File: config.mk
export PLATFORM = sky130hd
export DESIGN_NAME = c66x_power_supervisor
export DESIGN_NICKNAME = d
export VERILOG_FILES = /design/src/rtl/c66x_power_pkg.sv /design/src/rtl/power_tick_gen.sv /design/src/rtl/c66x_power_supervisor.sv
export SDC_FILE = /design/constraint.sdc
export NUM_CORES = 1
export LEC_CHECK = 0
export ABC_CLOCK_PERIOD_IN_PS = 6200
export CORE_MARGIN = 2
export CORE_UTILIZATION = 50
export CTS_CLUSTER_DIAMETER = 30
export DETAILED_ROUTE_END_ITERATION = 10
export HOLD_SLACK_MARGIN = 0.15
export PLACE_DENSITY = 0.7
export SLEW_MARGIN = 20
export SYNTH_ARGS = -nofsm -noshare
export SYNTH_HDL_FRONTEND = slang
export SYNTH_SLANG_ARGS = --single-unit
export TNS_END_PERCENT = 100
File: constraint.sdc
create_clock -name sysclk -period 6.2 [get_ports sysclk]
set_input_delay 0.93 -clock sysclk [delete_from_list [all_inputs] [get_ports sysclk]]
set_output_delay 0.93 -clock sysclk [all_outputs]
set_load 0.03 [all_outputs]
File: src/rtl/c66x_power_pkg.sv
// c66x_power_pkg: sequencer state codes, supervisor FSM encoding
// and the small decode helpers shared by the power supervisor.
package c66x_power_pkg;

    localparam int FC_W = 4;

    localparam logic [FC_W-1:0] SEQ_OFF         = 4'h0;
    localparam logic [FC_W-1:0] SEQ_ON          = 4'h9;
    localparam logic [FC_W-1:0] SEQ_SHUTDOWN_LO = 4'hA;
    localparam logic [FC_W-1:0] SEQ_SHUTDOWN_HI = 4'hE;
    localparam logic [FC_W-1:0] SEQ_INVALID     = 4'hF;

    typedef enum logic [2:0] {
        S_IDLE,
        S_STARTING,
        S_RUNNING,
        S_STOPPING,
        S_BACKOFF,
        S_LOCKOUT
    } sup_state_e;

    function automatic logic is_up(input logic [FC_W-1:0] c);
        return (c >= 4'h1) && (c <= 4'h8);
    endfunction

    function automatic logic is_bad(input logic [FC_W-1:0] c);
        return ((c >= SEQ_SHUTDOWN_LO) && (c <= SEQ_SHUTDOWN_HI))
            || (c == SEQ_INVALID);
    endfunction

endpackage

File: src/rtl/power_tick_gen.sv
// power_tick_gen: free-running prescaler, one-cycle tick_o every
// TICK_DIV clocks (asserted while the counter sits at TICK_DIV-1).
module power_tick_gen #(
    parameter int TICK_DIV = 8192
) (
    input  logic clk_i,
    input  logic rst_ni,
    output logic tick_o
);

    localparam int CW = (TICK_DIV > 1) ? $clog2(TICK_DIV) : 1;
    localparam logic [CW-1:0] LAST = CW'(TICK_DIV - 1);

    logic [CW-1:0] cnt_q, cnt_d;

    assign tick_o = (cnt_q == LAST);
    assign cnt_d  = tick_o ? '0 : cnt_q + 1'b1;

    always_ff @(posedge clk_i or negedge rst_ni) begin
        if (!rst_ni) cnt_q <= '0;
        else         cnt_q <= cnt_d;
    end

endmodule

File: src/rtl/c66x_power_supervisor.sv
// c66x_power_supervisor: drives the C66x sequencer enable, latches faults,
// retries with exponential backoff. WATCHDOG_EN adds a heartbeat watchdog.
module c66x_power_supervisor
    import c66x_power_pkg::*;
#(
    parameter int TICK_DIV      = 8192,
    parameter int STARTUP_LIMIT = 512,
    parameter int BACKOFF_BASE  = 32,
    parameter int MAX_RETRIES   = 3,
    parameter int WDOG_TICKS    = 256
) (
    input  logic            sysclk,
    input  logic            sysreset_INV,
    input  logic            board_enable,
    input  logic            clear_fault,
    input  logic [3:0]      seq_state,
    input  logic            heartbeat,
    output logic            seq_enable,
    output logic            fault_latched,
    output logic [FC_W-1:0] fault_code,
    output logic            fault_wdog,
    output logic [2:0]      retry_count,
    output logic            lockout,
    output logic            dsp_running
);

    localparam int BO_MAX = BACKOFF_BASE << (MAX_RETRIES - 1);
    localparam int T_MAX  = (STARTUP_LIMIT > BO_MAX) ? STARTUP_LIMIT : BO_MAX;
    localparam int TW     = $clog2(T_MAX + 1);

    sup_state_e state_q, state_d;

    logic [FC_W-1:0] s1_q, s2_q, st_q;
    logic [TW-1:0]   timer_q;
    logic [2:0]      retry_q, retry_d, retry_inc;
    logic            flt_q, flt_d, wdf_q, wdf_d;
    logic [FC_W-1:0] code_q, code_d, last_q, last_d;
    logic            att_q, att_d;
    logic            tick, wd_expire;
    logic            fault, fwd;
    logic [FC_W-1:0] fcode;
    logic [31:0]     bo_lim;

    power_tick_gen #(.TICK_DIV(TICK_DIV)) u_tick (
        .clk_i  (sysclk),
        .rst_ni (sysreset_INV),
        .tick_o (tick)
    );

    // Slow-domain state bus: accept only values stable for two samples
    always_ff @(posedge sysclk or negedge sysreset_INV) begin
        if (!sysreset_INV) begin
            s1_q <= SEQ_OFF;
            s2_q <= SEQ_OFF;
            st_q <= SEQ_OFF;
        end else begin
            s1_q <= seq_state;
            s2_q <= s1_q;
            if (s1_q == s2_q) st_q <= s2_q;
        end
    end

`ifdef WATCHDOG_EN
    localparam int WW = $clog2(WDOG_TICKS + 1);

    logic [2:0]    hb_q;
    logic [WW-1:0] wd_q;
    logic          hb_edge;

    assign hb_edge = hb_q[1] & ~hb_q[2];

    always_ff @(posedge sysclk or negedge sysreset_INV) begin
        if (!sysreset_INV) begin
            hb_q <= '0;
            wd_q <= '0;
        end else begin
            hb_q <= {hb_q[1:0], heartbeat};
            if (state_q != S_RUNNING || hb_edge) wd_q <= '0;
            else if (tick && wd_q != '1)         wd_q <= wd_q + 1'b1;
        end
    end

    assign wd_expire = (state_q == S_RUNNING) && (32'(wd_q) >= WDOG_TICKS);
`else
    logic unused_wd;
    assign unused_wd = heartbeat ^ (WDOG_TICKS != 0);
    assign wd_expire = 1'b0;
`endif

    assign retry_inc = retry_q + 3'd1;
    assign bo_lim    = 32'(BACKOFF_BASE) << (retry_q - 3'd1);

    always_comb begin
        state_d = state_q;
        retry_d = retry_q;
        flt_d   = flt_q;
        code_d  = code_q;
        wdf_d   = wdf_q;
        att_d   = att_q;
        last_d  = last_q;
        fault   = 1'b0;
        fcode   = st_q;
        fwd     = 1'b0;
        if (clear_fault) begin
            flt_d  = 1'b0;
            code_d = '0;
            wdf_d  = 1'b0;
        end
        unique case (state_q)
            S_IDLE: begin
                att_d  = 1'b0;
                last_d = '0;
                if (board_enable && st_q == SEQ_OFF) state_d = S_STARTING;
            end
            S_STARTING: begin
                if (is_up(st_q)) last_d = st_q;
                if (st_q == SEQ_ON) begin
                    state_d = S_RUNNING;
                    retry_d = '0;
                end else if (st_q == SEQ_INVALID) begin
                    fault = 1'b1;
                    fcode = SEQ_INVALID;
                end else if (is_bad(st_q)
                             || (st_q == SEQ_OFF && last_q != '0)) begin
                    fault = 1'b1;
                    fcode = last_q;
                end else if (32'(timer_q) >= STARTUP_LIMIT) begin
                    fault = 1'b1;
                end else if (!board_enable) begin
                    state_d = S_STOPPING;
                end
            end
            S_RUNNING: begin
                if (st_q != SEQ_ON) begin
                    fault = 1'b1;
                end else if (wd_expire) begin
                    fault = 1'b1;
                    fcode = SEQ_ON;
                    fwd   = 1'b1;
                end else if (!board_enable) begin
                    state_d = S_STOPPING;
                end
            end
            S_STOPPING: begin
                if (st_q == SEQ_OFF) begin
                    if (att_q) begin
                        retry_d = retry_inc;
                        state_d = (retry_inc < 3'(MAX_RETRIES)) ? S_BACKOFF
                                                                : S_LOCKOUT;
                    end else begin
                        state_d = S_IDLE;
                    end
                end
            end
            S_BACKOFF: begin
                if (!board_enable) begin
                    state_d = S_IDLE;
                    retry_d = '0;
                end else if (32'(timer_q) >= bo_lim) begin
                    state_d = S_IDLE;
                end
            end
            S_LOCKOUT: begin
                if (clear_fault) begin
                    state_d = S_IDLE;
                    retry_d = '0;
                end
            end
            default: state_d = S_IDLE;
        endcase
        // A new fault overrides both a clear and an enable drop
        if (fault) begin
            state_d = S_STOPPING;
            att_d   = 1'b1;
            flt_d   = 1'b1;
            code_d  = fcode;
            wdf_d   = fwd;
        end
    end

    always_ff @(posedge sysclk or negedge sysreset_INV) begin
        if (!sysreset_INV) begin
            state_q <= S_IDLE;
            timer_q <= '0;
            retry_q <= '0;
            flt_q   <= 1'b0;
            code_q  <= '0;
            wdf_q   <= 1'b0;
            att_q   <= 1'b0;
            last_q  <= '0;
        end else begin
            state_q <= state_d;
            if (state_d != state_q)        timer_q <= '0;
            else if (tick && timer_q != '1) timer_q <= timer_q + 1'b1;
            retry_q <= retry_d;
            flt_q   <= flt_d;
            code_q  <= code_d;
            wdf_q   <= wdf_d;
            att_q   <= att_d;
            last_q  <= last_d;
        end
    end

    assign seq_enable    = (state_q == S_STARTING) || (state_q == S_RUNNING);
    assign dsp_running   = (state_q == S_RUNNING);
    assign lockout       = (state_q == S_LOCKOUT);
    assign fault_latched = flt_q;
    assign fault_code    = code_q;
    assign fault_wdog    = wdf_q;
    assign retry_count   = retry_q;

endmodule
# Word-level counts from Yosys, hierarchy flattened
# Cells that the tools add are included.
# word_totals
ff_bits	52
latch_bits	0
ram_bits	0
mem_bits_ro	0
in_bits	9
output_inout_bits	12
word_cells	103
n_memories	0
# classes
addsub	4
mul	0
div_mod_pow	0
n_lt_le_gt_ge	7
n_eq_ne	18
n_shift	1
n_mux	43
bitwise_logic	0
n_reduce_logical	18
# ops
operator	count
two-way mux 3 bit	18
greater-or-equal comparator 10 x 32 -> 1 bit	1
left shift 6 x 3 -> 32 bit, first input constant	1
two-way mux 4 bit	7
two-way mux 10 bit	2
one-hot mux 3 bit (6 select lines)	1
adder 13 x 1 -> 13 bit, second input constant	1
== test 13 bit, second input constant	1
two-way mux 13 bit	1
inequality test 2 bit, second input constant	6
one-hot mux 3 bit (4 select lines)	1
two-way mux 1 bit	11
adder 10 x 1 -> 10 bit, second input constant	1
greater-or-equal comparator 10 bit, second input constant	1
inequality test 10 bit, second input constant	1
== test 4 bit, second input constant	2
<= comparator 4 bit, second input constant	2
one-hot mux 4 bit (2 select lines)	1
nonzero test 2 bit	4
nonzero test 4 bit	2
== test 3 x 2 -> 1 bit, second input constant	2
== test 3 bit, second input constant	2
AND reduction 6 bit	1
logical AND 1 bit	5
other kinds (14)	16

# Longest topological paths before layout
# depth
depth_word	11
depth_mapped	10
ltp_nobuf	10

# Cells and area by module
# A second synthesis with hierarchy kept.
# unflattened
hier_cells	287
hier_area_um2	2856.5
# by_module_without_submodules
module	instances	cells_per_inst	area_per_inst_um2	seq_area_each_um2
c66x_power_supervisor	1	234	2252.2	950.9
power_tick_gen	1	53	604.3	325.3

# Worst setup path before layout
# No wires, ideal clock.
# synth_path
kind	register to register
from	register retry_q[0] (netlist: retry_count[0])
to	register timer_q[0]
setup_ns	0.146
arrival_time_ns	2.477
t_required_ns	6.054
setup_slack_ns	3.577
stages_incl_launch_ff	11
path_buffers	0
synth_period_minus_slack_ns	2.623
cell_sequence	dfrtp_1 > inv_1 > ha_1 > ha_1 > nand2b_1 > ha_1 > a21o_1 > nand2_1 > and4_1 > a21oi_2 > nor3_1
# synth_via
elab_chain_cells	9
elab_cells_between_ends	15
classes_between	2 x add/sub; 2 x order compare; 1 x eq/ne; 1 x shift; 8 x mux; 1 x reduce/logical
# synth_rtl
item	line_no	source
from (decl)	c66x_power_supervisor.sv:35	logic [2:0] retry_q, retry_d, retry_inc;
from (signal assigned)	c66x_power_supervisor.sv:195	retry_q <= retry_d;
subtractor 3 x 1 -> 3 bit / adder 3 x 1 -> 3 bit (equally long branches)	c66x_power_supervisor.sv:91, c66x_power_supervisor.sv:90	
left shift 6 x 3 -> 32 bit / < comparator 3 x 2 -> 1 bit (equally long branches)	c66x_power_supervisor.sv:91, c66x_power_supervisor.sv:148	
greater-or-equal comparator 10 x 32 -> 1 bit / two-way mux 1 bit (equally long branches)	c66x_power_supervisor.sv:159, c66x_power_supervisor.sv:148	
two-way mux 3 bit, on equally long branches	c66x_power_supervisor.sv:159, c66x_power_supervisor.sv:146	
two-way mux 3 bit, on equally long branches	c66x_power_supervisor.sv:156, c66x_power_supervisor.sv:145	
one-hot mux 3 bit (6 select lines) *	c66x_power_supervisor.sv:109	unique case (state_q)
two-way mux 3 bit *	c66x_power_supervisor.sv:172	if (fault) begin
inequality test 3 bit *	c66x_power_supervisor.sv:193	if (state_d != state_q) timer_q <= '0;
two-way mux 10 bit / nonzero test 2 bit (equally long branches)	--	
to (signal assigned)	c66x_power_supervisor.sv:194	else if (tick && timer_q != '1) timer_q <= timer_q + 1'b1;
to (decl)	c66x_power_supervisor.sv:34	logic [TW-1:0] timer_q;
# Mark *: on every way between the ends. The rest lies on a longest branch, timed or not.
# A chain may end at the register's enable or synchronous reset.

# Worst setup path in the final report
# layout_path
from	register state_q[1]
to	output lockout
# layout_via
elab_chain_cells	1
# layout_rtl
item	line_no	source
from (decl)	c66x_power_supervisor.sv:31	sup_state_e state_q, state_d;
from (signal assigned)	c66x_power_supervisor.sv:192	state_q <= state_d;
== test 3 bit	c66x_power_supervisor.sv:206	assign lockout = (state_q == S_LOCKOUT);
to (decl)	c66x_power_supervisor.sv:23	output logic lockout,
# Every way passes these cells.

==> results_dict.tcl <==
set metrics [dict create \
    fin_crit_ns 2.90 \
    gp_congestion 0.804 \
    finalSetupViolations 0 \
    insertion_delay_ns 0.30 \
    hpwl_um 3720 \
    clkTransAtPathRegs_ns 0.09 \
    core_um2 5570 \
    power_leakage_nw 1.35 \
    drc 0 \
    startpoint_type "flop" \
    max_cap_violations 0 \
    yosysMostFrequentCell "dfrtp_1" \
    cp_slowest_cell "clkdlybuf4s50_1" \
    first_global_vias 1984 \
    cts_hold_buf 0 \
    nets 330 \
    dpl_cell_area_um2 3140 \
    finalHoldViolCount 0 \
    grt_start_max_net_pins 52 \
    fin_tns_setup_ns 0 \
    ios 21 \
    cts_buffers 5 \
    overflow 0 \
    top_layer "met4" \
    die_w_um 80.4 \
    crit_chain "nor2b_1 -> and2_1 -> clkdlybuf4s50_1" \
    wl_um 5410 \
    wl_per_cell_um 14.3 \
    slew-limit-headroom_pct 35.8 \
    required_ns 5.27 \
    cts_buffer_depth 2 \
    slowest_delay_ns 0.67 \
    netlist_instances 290 \
    drtAntennaViolNets 0 \
    arrival_ns 1.97 \
    portBuffers 18 \
    met3_length_um 147 \
    synth_top_area_cell "dfrtp_1" \
    fmax_mhz 345 \
    cts_repair_resize_count 0 \
    drt-met1-wl_um 2750 \
    tritoncts "built" \
    grtUsageTotal_pct 18.5 \
    met2WireLength_um 2440 \
    syn_to_final_growth_pct 11.4 \
    rsz0062_at_grt "no" \
    async_flop_share_pct 100 \
    status "completed" \
    synth.distinct_cells 53 \
    period_share_pct 46.8 \
    post-route-util_pct 58.4 \
    grt_first_pass_wirelength_um 9300 \
    synth_edf_count 0 \
    via_per_inst 5.65 \
    ir_worst_vdd_uv 212 \
    hp-class "reg2reg" \
    ys_seq_area_share_pct 43.7 \
    postCtsSetupRepairBufs 0 \
    path_max_fanout 18 \
    synth_ff_type "dfrtp_1" \
    synth_top_area_share_pct 43.7 \
    vias 2141 \
    fin_area_um2 3260 \
    start_util_pct 52.4 \
    drt_iter0_markers 127 \
    row_count 27 \
    maxSlewViolCount 0 \
    clkSinkCount 51 \
    cts_root_buf "clkbuf_8" \
    ys.warnings.count 0 \
    ys_seq_elements 51 \
    antenna_found_initial 0 \
    synth_commonest_cells "dfrtp_1, nand2_1, ha_1, xnor2_1" \
    synth.net_count 314 \
    syn_area_per_cell_um2 10.1 \
    drive_gt1_share_pct 9.77 \
    die_area_um2 6470 \
    tightest_slew_ns 0.955 \
    worst_clock_skew_ns 0.00580 \
    antenna_cells 0 \
    end_kind "output pin" \
    power_density_nw_per_um2 343 \
    critPathKind "reg2out" \
    netlist_top_cells_area "dfrtp_1, ha_1, xnor2_1" \
    die_h_um 80.4 \
    worst_hold_slack_ns 0.395 \
    netlist_area_um2 2920 \
    drtPass1Iterations 5 \
    htree_num_levels 2 \
]
-- metrics by stage --
stage               instances  setup slack (ns)  power [mW]
floorplan                 290              3.58       0.759
global placement          371              3.49       0.877
CTS                       379              3.30        1.12
global route              379              3.20        1.18
finish                    379              3.30        1.12
detailed placement        371              3.46       0.883
-- sequential cells by signal, summed over array words and instances (netlist names) --
register       count
s2_q               4
fault_latched      1
u_tick.cnt_q      13
state_q            3
timer_q           10
retry_count        3
fault_code         4
st_q               4
att_q              1
last_q             4
s1_q               4
-- layer usage --
layer | track usage (%) | vias to the layer above
met5 | 0 | -
met4 | 5.08 | 0
met3 | 3.71 | 7
met2 | 29.3 | 31
met1 | 25.8 | 1030
li1 | - | 1073
-- logic make-up after synthesis --
group,count (synthesis),synth area share [%]
AO/OA/AOI/OAI,48,11.6
XOR/XNOR,24,7.20
adder cells (fa/ha/maj),15,6.42
buffers and inverters,23,3.38
flip-flops,51,43.7
multiplexers,13,4.67
other,1,0.128
AND/OR/NAND/NOR,115,22.9
-- path summary, 6_finish.rpt --
check                                     from          to  slack [ns]  cells past startpoint
max in group asynchronous         sysreset_INV  timer_q[4]        5.07                      2
worst min register to register         s1_q[1]     s2_q[1]        0.40                      0
worst max-delay path                state_q[1]     lockout        3.30                      3
worst min-delay path                   s1_q[1]     s2_q[1]        0.40                      0
min in group asynchronous         sysreset_INV     st_q[2]        0.72                      2
worst max register to register  retry_count[0]  timer_q[4]        3.45                     10
-- critical path: cells and delay by family, from the launching register on --
family	cells	cell delay (ns)
and+or+nand+nor	2	0.43
DFF	1	0.57
buffers and inverters	1	0.67
-- where the power goes --
group          total [mW]  switching [mW]  internal [mW]  leakage (nW)
Combinational       0.433           0.260          0.172         0.639
Clock               0.233           0.111          0.122        0.0558
Sequential          0.450          0.0762          0.374         0.655
-- cell usage in the layout, fill, tap and decap left out, types with 8 or more instances in the layout --
cell and count:
xor2_1 9, xnor2_1 15, nand3_1 12, nand2_1 25, ha_1 15, inv_1 13
dfrtp_1 51, clkdlybuf4s50_1 17, nor3_1 13, nor2_1 13, o21ai_0 13, mux2i_1 8
a21oi_1 11
-- cell type report --
cell class / count / area (µm²)
Clock inverter: 2 / 38.8
Inverter: 13 / 48.8
Fill cell: 483 / 2320
Clock buffer: 6 / 72.6
Multi-Input combinational cell: 216 / 1550
Tap cell: 72 / 90.1
Timing Repair Buffer: 19 / 183
Sequential cell: 51 / 1280
Note: power is estimated with default switching activity, not from simulation.
